<file path="src/rtl/riscv_pkg.sv">
// Shared RV32 fetch-side definitions: widths, reset PC, halt word, FSM states and buffer entry.
package riscv_pkg;

  localparam int unsigned XLEN = 32;
  localparam int unsigned ILEN = 32;

  localparam logic [XLEN-1:0] RESET_PC_DEFAULT = 32'h0000_0000;
  localparam logic [ILEN-1:0] INSTR_HALT       = 32'h0000_0000;

  typedef enum logic [1:0] {
    StBoot,
    StRun,
    StHalt
  } fetch_state_e;

  typedef struct packed {
    logic [XLEN-1:0] pc;
    logic [ILEN-1:0] instr;
  } fetch_entry_t;

endpackage

</file>
<file path="src/rtl/fetch_fifo.sv">
// In-order fetch buffer: power-of-two depth, flush, simultaneous push+pop when full.
module fetch_fifo
  import riscv_pkg::*;
#(
  parameter int unsigned Depth = 2
) (
  input  logic         clk_i,
  input  logic         rst_ni,
  input  logic         flush_i,
  input  logic         push_i,
  input  fetch_entry_t wdata_i,
  input  logic         pop_i,
  output logic         valid_o,
  output logic         full_o,
  output fetch_entry_t head_o
);

  localparam int unsigned PtrW = (Depth > 1) ? $clog2(Depth) : 1;
  localparam int unsigned CntW = $clog2(Depth + 1);

  fetch_entry_t    mem_q [Depth];
  logic [PtrW-1:0] wr_ptr_q, wr_ptr_d;
  logic [PtrW-1:0] rd_ptr_q, rd_ptr_d;
  logic [CntW-1:0] count_q, count_d;
  logic            do_push, do_pop;

  assign valid_o = (count_q != '0);
  assign full_o  = (count_q == CntW'(Depth));
  assign do_pop  = pop_i & valid_o;
  // A pop in the same cycle frees the slot, so a full buffer can still accept.
  assign do_push = push_i & (~full_o | do_pop);
  assign head_o  = valid_o ? mem_q[rd_ptr_q] : '0;

  always_comb begin
    wr_ptr_d = wr_ptr_q;
    rd_ptr_d = rd_ptr_q;
    count_d  = count_q;
    if (flush_i) begin
      wr_ptr_d = '0;
      rd_ptr_d = '0;
      count_d  = '0;
    end else begin
      if (do_push) wr_ptr_d = wr_ptr_q + PtrW'(1);
      if (do_pop)  rd_ptr_d = rd_ptr_q + PtrW'(1);
      unique case ({do_push, do_pop})
        2'b10:   count_d = count_q + CntW'(1);
        2'b01:   count_d = count_q - CntW'(1);
        default: count_d = count_q;
      endcase
    end
  end

  always_ff @(posedge clk_i or negedge rst_ni) begin
    if (!rst_ni) begin
      wr_ptr_q <= '0;
      rd_ptr_q <= '0;
      count_q  <= '0;
      for (int unsigned i = 0; i < Depth; i++) mem_q[i] <= '0;
    end else begin
      wr_ptr_q <= wr_ptr_d;
      rd_ptr_q <= rd_ptr_d;
      count_q  <= count_d;
      if (do_push && !flush_i) mem_q[wr_ptr_q] <= wdata_i;
    end
  end

endmodule

</file>
<file path="src/rtl/fetch_unit.sv">
// Instruction-fetch stage: PC register, next-PC mux, boot/run/halt FSM and fetch-buffer push logic.
module fetch_unit
  import riscv_pkg::*;
#(
  parameter logic [XLEN-1:0] RESET_PC   = RESET_PC_DEFAULT,
  parameter int unsigned     FIFO_DEPTH = 2
) (
  input  logic            clk,
  input  logic            rst,
  output logic [XLEN-1:0] imem_addr,
  input  logic [ILEN-1:0] imem_rdata,
  input  logic            redirect_valid,
  input  logic [XLEN-1:0] redirect_pc,
  output logic            if_valid,
  input  logic            if_ready,
  output logic [ILEN-1:0] if_instr,
  output logic [XLEN-1:0] if_pc,
  output logic [XLEN-1:0] if_pc_plus4,
  output logic            halted
);

  fetch_state_e    state_q, state_d;
  logic [XLEN-1:0] pc_q, pc_d;
  logic            push, pop, flush, fifo_full;
  fetch_entry_t    head, wdata;

  assign imem_addr = pc_q;
  assign halted    = (state_q == StHalt);
  // Redirect wins over decode: the head is discarded, not delivered.
  assign pop       = if_valid & if_ready & ~redirect_valid;
  assign wdata     = '{pc: pc_q, instr: imem_rdata};

  always_comb begin
    state_d = state_q;
    pc_d    = pc_q;
    push    = 1'b0;
    flush   = 1'b0;
    if (redirect_valid) begin
      flush   = 1'b1;
      pc_d    = redirect_pc & ~XLEN'(3);
      state_d = StRun;
    end else begin
      unique case (state_q)
        StBoot: state_d = StRun;
        StRun: begin
          if (!fifo_full || pop) begin
            if (imem_rdata == INSTR_HALT) begin
              state_d = StHalt;
            end else begin
              push = 1'b1;
              pc_d = pc_q + XLEN'(4);
            end
          end
        end
        StHalt:  state_d = StHalt;
        default: state_d = StBoot;
      endcase
    end
  end

  always_ff @(posedge clk or negedge rst) begin
    if (!rst) begin
      state_q <= StBoot;
      pc_q    <= RESET_PC;
    end else begin
      state_q <= state_d;
      pc_q    <= pc_d;
    end
  end

  fetch_fifo #(
    .Depth(FIFO_DEPTH)
  ) u_fifo (
    .clk_i  (clk),
    .rst_ni (rst),
    .flush_i(flush),
    .push_i (push),
    .wdata_i(wdata),
    .pop_i  (pop),
    .valid_o(if_valid),
    .full_o (fifo_full),
    .head_o (head)
  );

  assign if_instr    = head.instr;
  assign if_pc       = head.pc;
  assign if_pc_plus4 = if_valid ? head.pc + XLEN'(4) : '0;

endmodule
</file>
<file path="config.mk">
export PLATFORM = sky130hd
export DESIGN_NAME = fetch_unit
export DESIGN_NICKNAME = d
export VERILOG_FILES = /design/src/rtl/riscv_pkg.sv /design/src/rtl/fetch_fifo.sv /design/src/rtl/fetch_unit.sv
export SDC_FILE = /design/constraint.sdc
export NUM_CORES = 1
export LEC_CHECK = 0
export CAP_MARGIN = 15
export CORE_MARGIN = 5
export CORE_UTILIZATION = 54
export CTS_BUF_LIST = sky130_fd_sc_hd__clkbuf_16
export CTS_CLUSTER_SIZE = 12
export DETAILED_ROUTE_END_ITERATION = 16
export DONT_BUFFER_PORTS = 1
export PLACE_DENSITY = 0.77
export SLEW_MARGIN = 40
export SYNTH_ARGS = -nofsm -noshare
export SYNTH_HDL_FRONTEND = slang
export SYNTH_SLANG_ARGS = --single-unit
</file>
<file path="constraint.sdc">
create_clock -name clk -period 6.03 [get_ports clk]
set_clock_uncertainty 0.05 [all_clocks]
set_input_delay 1.206 -clock clk [delete_from_list [all_inputs] [get_ports clk]]
set_output_delay 1.206 -clock clk [all_outputs]
set_load 0.01 [all_outputs]
</file>
# Yosys cells after proc, flatten, opt, wreduce, memory -nomap -nowiden
# Index checks and enable logic that the tools add are counted.
[word_totals]
mem_count = 0
rom_bits = 0
latch_bits = 0
regBits = 166
ramBits = 0
output_inout_bits = 130
[classes]
reduce_logical = 15
addsub = 6
magnitude_cmp = 3
multipliers = 0
eq_ne = 8
n_bitwise = 9
shifts = 0
n_mux = 27
n_div = 0
[ops]
columns = ["operator", "n"]
rows = [
  ["64-bit 2-to-1 mux", 5],
  ["32-bit 2-to-1 mux", 5],
  ["128-bit bitwise mux", 1],
  ["32-bit by 3-bit adder with 32-bit output, second input constant", 2],
  ["64-bit demux with 1-bit select", 1],
  ["32-bit zero test", 1],
  ["2-bit nonzero test", 5],
  ["1-bit 2-to-1 mux", 9],
  ["2-bit 2-to-1 mux", 4],
  ["2-bit equality test, second input constant", 3],
  ["3-bit inequality test, second input constant", 2],
  ["2-bit one-hot mux with 3 select lines", 1],
  ["1-bit AND", 4],
  ["2-bit by 1-bit equality test with 1-bit output, second input constant", 2],
  ["2-bit greater-or-equal comparator, second input constant", 2],
  ["1-bit NOT with 2-bit output", 2],
  ["2-bit one-hot mux with 2 select lines", 1],
  ["3-bit AND reduction", 1],
  ["3-bit nonzero test", 1],
  ["1-bit adder, second input constant", 2],
  ["2-bit by 1-bit adder with 2-bit output, second input constant", 1],
  ["1-bit logical AND", 2],
  ["1-bit zero test", 2],
  ["2-bit zero test", 1],
  ["other kinds (7)", 8],
]

# Logic depth before layout (Yosys ltp)
[depth]
word_depth = 11
depth_mapped = 14
depth_no_buf = 8

# By module
# A second synthesis with hierarchy kept.
[unflattened]
cells_unflattened = 788
area_unflattened_um2 = 9098.7
[by_module_without_submodules]
columns = ["module", "area_per_inst_um2", "cells_each", "seq_area_each_um2", "n_inst"]
rows = [
  ["fetch_fifo", 6127.1, 440, 3303.2, 1],
  ["fetch_unit", 2971.6, 348, 800.8, 1],
]

# Least setup slack after synthesis
# No wires, ideal clock.
[synth_timing]
path_type = "flip-flop to output port"
start = "register u_fifo.rd_ptr_q"
end = "output port if_pc_plus4[28]"
path_stages_with_launch = 15
arrival_time_ns = 3.444
setup_slack_ns = 1.330
path_buffers = 6
cell_sequence = "dfrtp_1 buf_4 buf_2 buf_2 buf_2 buf_2 mux2i_1 nor2_1 ha_1 or4b_4 and3b_1 buf_4 nand3b_4 nor4_1 xor2_1"
[synth_via]
elab_chain_len = 7
[synth_lines]
columns = ["element", "line_no", "text"]
rows = [
  ["start, declared", "fetch_fifo.sv:23", "logic [PtrW-1:0] rd_ptr_q, rd_ptr_d;"],
  ["start signal, assigned", "fetch_fifo.sv:61", "rd_ptr_q <= rd_ptr_d;"],
  ["1-bit NOT with 2-bit output (not written as such)", "fetch_fifo.sv:32", "assign head_o = valid_o ? mem_q[rd_ptr_q] : '0;"],
  ["64-bit 2-to-1 mux (not written as such) (3 in series)", "fetch_fifo.sv:32", ""],
  ["64-bit 2-to-1 mux", "fetch_fifo.sv:32", ""],
  ["net if_pc[2]", "fetch_unit.sv:17", "output logic [XLEN-1:0] if_pc,"],
  ["32-bit by 3-bit adder with 32-bit output", "fetch_unit.sv:87", "assign if_pc_plus4 = if_valid ? head.pc + XLEN'(4) : '0;"],
  ["32-bit 2-to-1 mux", "fetch_unit.sv:87", ""],
  ["end, declared", "fetch_unit.sv:18", "output logic [XLEN-1:0] if_pc_plus4,"],
]
# The timed path passes the listed nets, and every way through them passes these cells. The select of a mux whose other input is x is not followed.

# Worst setup path after layout
# Same ends and word-level chain as after synthesis.

==> results.tsv <==
metric	value	unit
clock sinks	160	
Max Slew Vio Count	0	
antenna viol nets, final	0	
post-cts sizing count	0	
hold buffers post-CTS	0	
Fin Setup TNS	0	ns
Starting DRT DRC Count	400	
Crit Path Class	flop to primary output	
clock power share	0.214	
Critical Path RT	4.77	ns
Fin. Hold Viols	0	
status	finished, final reports clean	
library cells used by synthesis	48	
final setup fails	0	
Post-CTS Setup Repair Bufs	0	
fmax	211	MHz
Ant. Diodes	0	
die area	18800	um^2
Post-Syn Instances	754	
TritonCTS clock tree	yes	
Final Instance Count excl. Fillers	969	
Synth Cell Area	8710	um^2
IO Pins	198	
WL per Instance	22.1	um
switching pwr	1.95	mW
Layout area overhead	8.62	%
leakage	3.91	nW
Starting Density	0.550	
register clock-pin slew on the reported worst setup and hold paths	0.06	ns
Hold WC Path Type	input port to asynchronous set/reset pin	
# nets final	813	
total of max-cap violations	0	
Ys Warns	0	
vias in the first global route	6185	
Pwr Total	5.11	mW
Clock Path Buffers	2	
Vias/cell	6.02	
logic gate share of total power	0.408	
DRC viols	0	
Via Count	5834	
FF+latch count, synth	160	
clock root buffer	clkbuf_16	
Synth area leader	dfrtp_1	
Die Wd	137	um
Finished Core Util	0.598	
# port buffers	0	
Startpoint Class	flop	
CP arrival	3.48	ns
mean post-synth cell area	11.6	um^2
share of post-route cells with drive strength above 1	0.258	
placer's final routability congestion estimate	0.867	
largest net degree at the start of global routing	161	
Detailed Place HPWL	14900	um
unrepaired setup endpoints after global routing	no	
H-tree depth	4	
initial antenna violation count	0	
router iterations before antenna repair	4	
Post-Route WL	21400	um
crit path max fanout	30	
CP endpoint kind	primary output	
Post-synth ARST share	1.00	
Placed Cells	937	
slew at the pin closest to its max-slew limit	0.810	ns
ranking of synthesized cells by area	dfrtp_1, mux2_4, mux2_2	
Cell Pwr Density	540	nW/um^2
top_reg_cell synth	dfrtp_1	
Seq pwr share	0.378	
top post-synthesis cells by count	dfrtp_1, mux2_2, nor2_1	
Post-synth EDFFs	0	
Final min period	4.73	ns
sequential fraction of the synthesis area	0.460	
core area	15800	um^2
FP Rows	46	
Rel. slew slack	0.457	
CTS Buf Count	17	
grt total ovfl	0	
sw frac	0.382	
global-route wire length before repair	33200	um
Total GRT Usage	0.228	
top cell type's share of synthesized area	0.460	
Tcrit/Tclk final	0.785	
internal power	3.15	mW
most frequent cell after synthesis	dfrtp_1	
clock latency on the worst-skew pair	0.42	ns
Die Y	137	um
worst vdd ir	0.247	mV
[worst max-delay path, cell delays in order (launching register included)]
cell and delay, ns:
dfrtp_4 0.68, mux2i_1 0.18, nor2_1 0.27, ha_1 0.24, or4b_4 0.50, and3b_1 0.23, buf_4 0.18, nand3b_4 0.13
nor4_1 0.33, xor2_1 0.31
[cell families after synthesis]
kind of cell	after synthesis	synth area share
AO/OA/AOI/OAI	41	0.0303
XOR/XNOR	56	0.0563
adder cells (fa/ha/maj)	5	0.00718
buffers and inverters	55	0.0356
flip-flops	160	0.460
multiplexers	199	0.274
other	1	0.000431
AND/OR/NAND/NOR	237	0.136
[final timing paths]
path	from	end	slack [ns]	depth (start not counted)
worst max-delay path	u_fifo.rd_ptr_q	if_pc_plus4[28]	1.30	9
worst min-delay path	rst	u_fifo.mem_q[94]	0.43	0
worst max register to register	u_fifo.count_q[1]	u_fifo.mem_q[31]	3.24	6
worst min register to register	u_fifo.mem_q[63]	u_fifo.mem_q[63]	0.46	1
max in group asynchronous	rst	u_fifo.mem_q[55]	5.34	0
min in group clk	u_fifo.mem_q[63]	u_fifo.mem_q[63]	0.46	1
[registers in the layout, summed over array words and instances (netlist names)]
register / flops
imem_addr: 30
state_q: 2
u_fifo.count_q: 2
u_fifo.mem_q: 124
u_fifo.rd_ptr_q: 1
u_fifo.wr_ptr_q: 1
[metrics by stage]
stage	setup WS [ns]	hold WS (ns)	area (um^2)
finish	1.30	0.435	9460
global route	1.18	0.404	9460
CTS	1.29	0.416	9450
detailed placement	1.77	0.443	8860
global placement	1.45	0.435	8790
floorplan	1.33	0.425	8730
[placed cells by master, fill, tap and decap left out, drive strengths merged, types with 3 or more instances in the layout]
cell and instances:
nand2 47, and2 7, clkinv 3, nor2 75, xnor2 30, nor2b 3
dfrtp 160, a211oi 7, ha 5, nand4 18, inv 14, and3 7
clkinvlp 3, mux2 137, xor2 26, nand3b 9, buf 10, mux2i 62
nand3 26, nor3 11, nor4 20, o21ai 25, clkbuf 17, conb 6
[final cells by class]
| class | instances | area (um^2) |
|---|---|---|
| fillers | 1246 | 6370 |
| multi-input cells | 544 | 4450 |
| flip-flops and latches | 160 | 4010 |
| clock buffers | 17 | 425 |
| well taps | 216 | 270 |
| clock inverters | 15 | 171 |
| repair buffers | 10 | 113 |
| inverters | 7 | 26.3 |
[layer usage]
layer | up-vias | part of all wire | global-route usage
li1 | 2634 | - | -
met1 | 2966 | 0.40 | 0.276
met2 | 202 | 0.51 | 0.390
met3 | 32 | 0.074 | 0.0684
met4 | 0 | 0.019 | 0.0759
met5 | - | 0 | 0
[power by group through the flow]
stage	Combinational, mW	Clock, mW	Sequential [mW]
detailed placement	2.09	0	1.94
CTS	2.10	1.12	1.92
global placement	1.99	0	1.89
finish	2.08	1.09	1.93
floorplan	1.76	0	1.80
global route	2.24	1.16	1.99
Note: power is estimated with default switching activity, not from simulation.
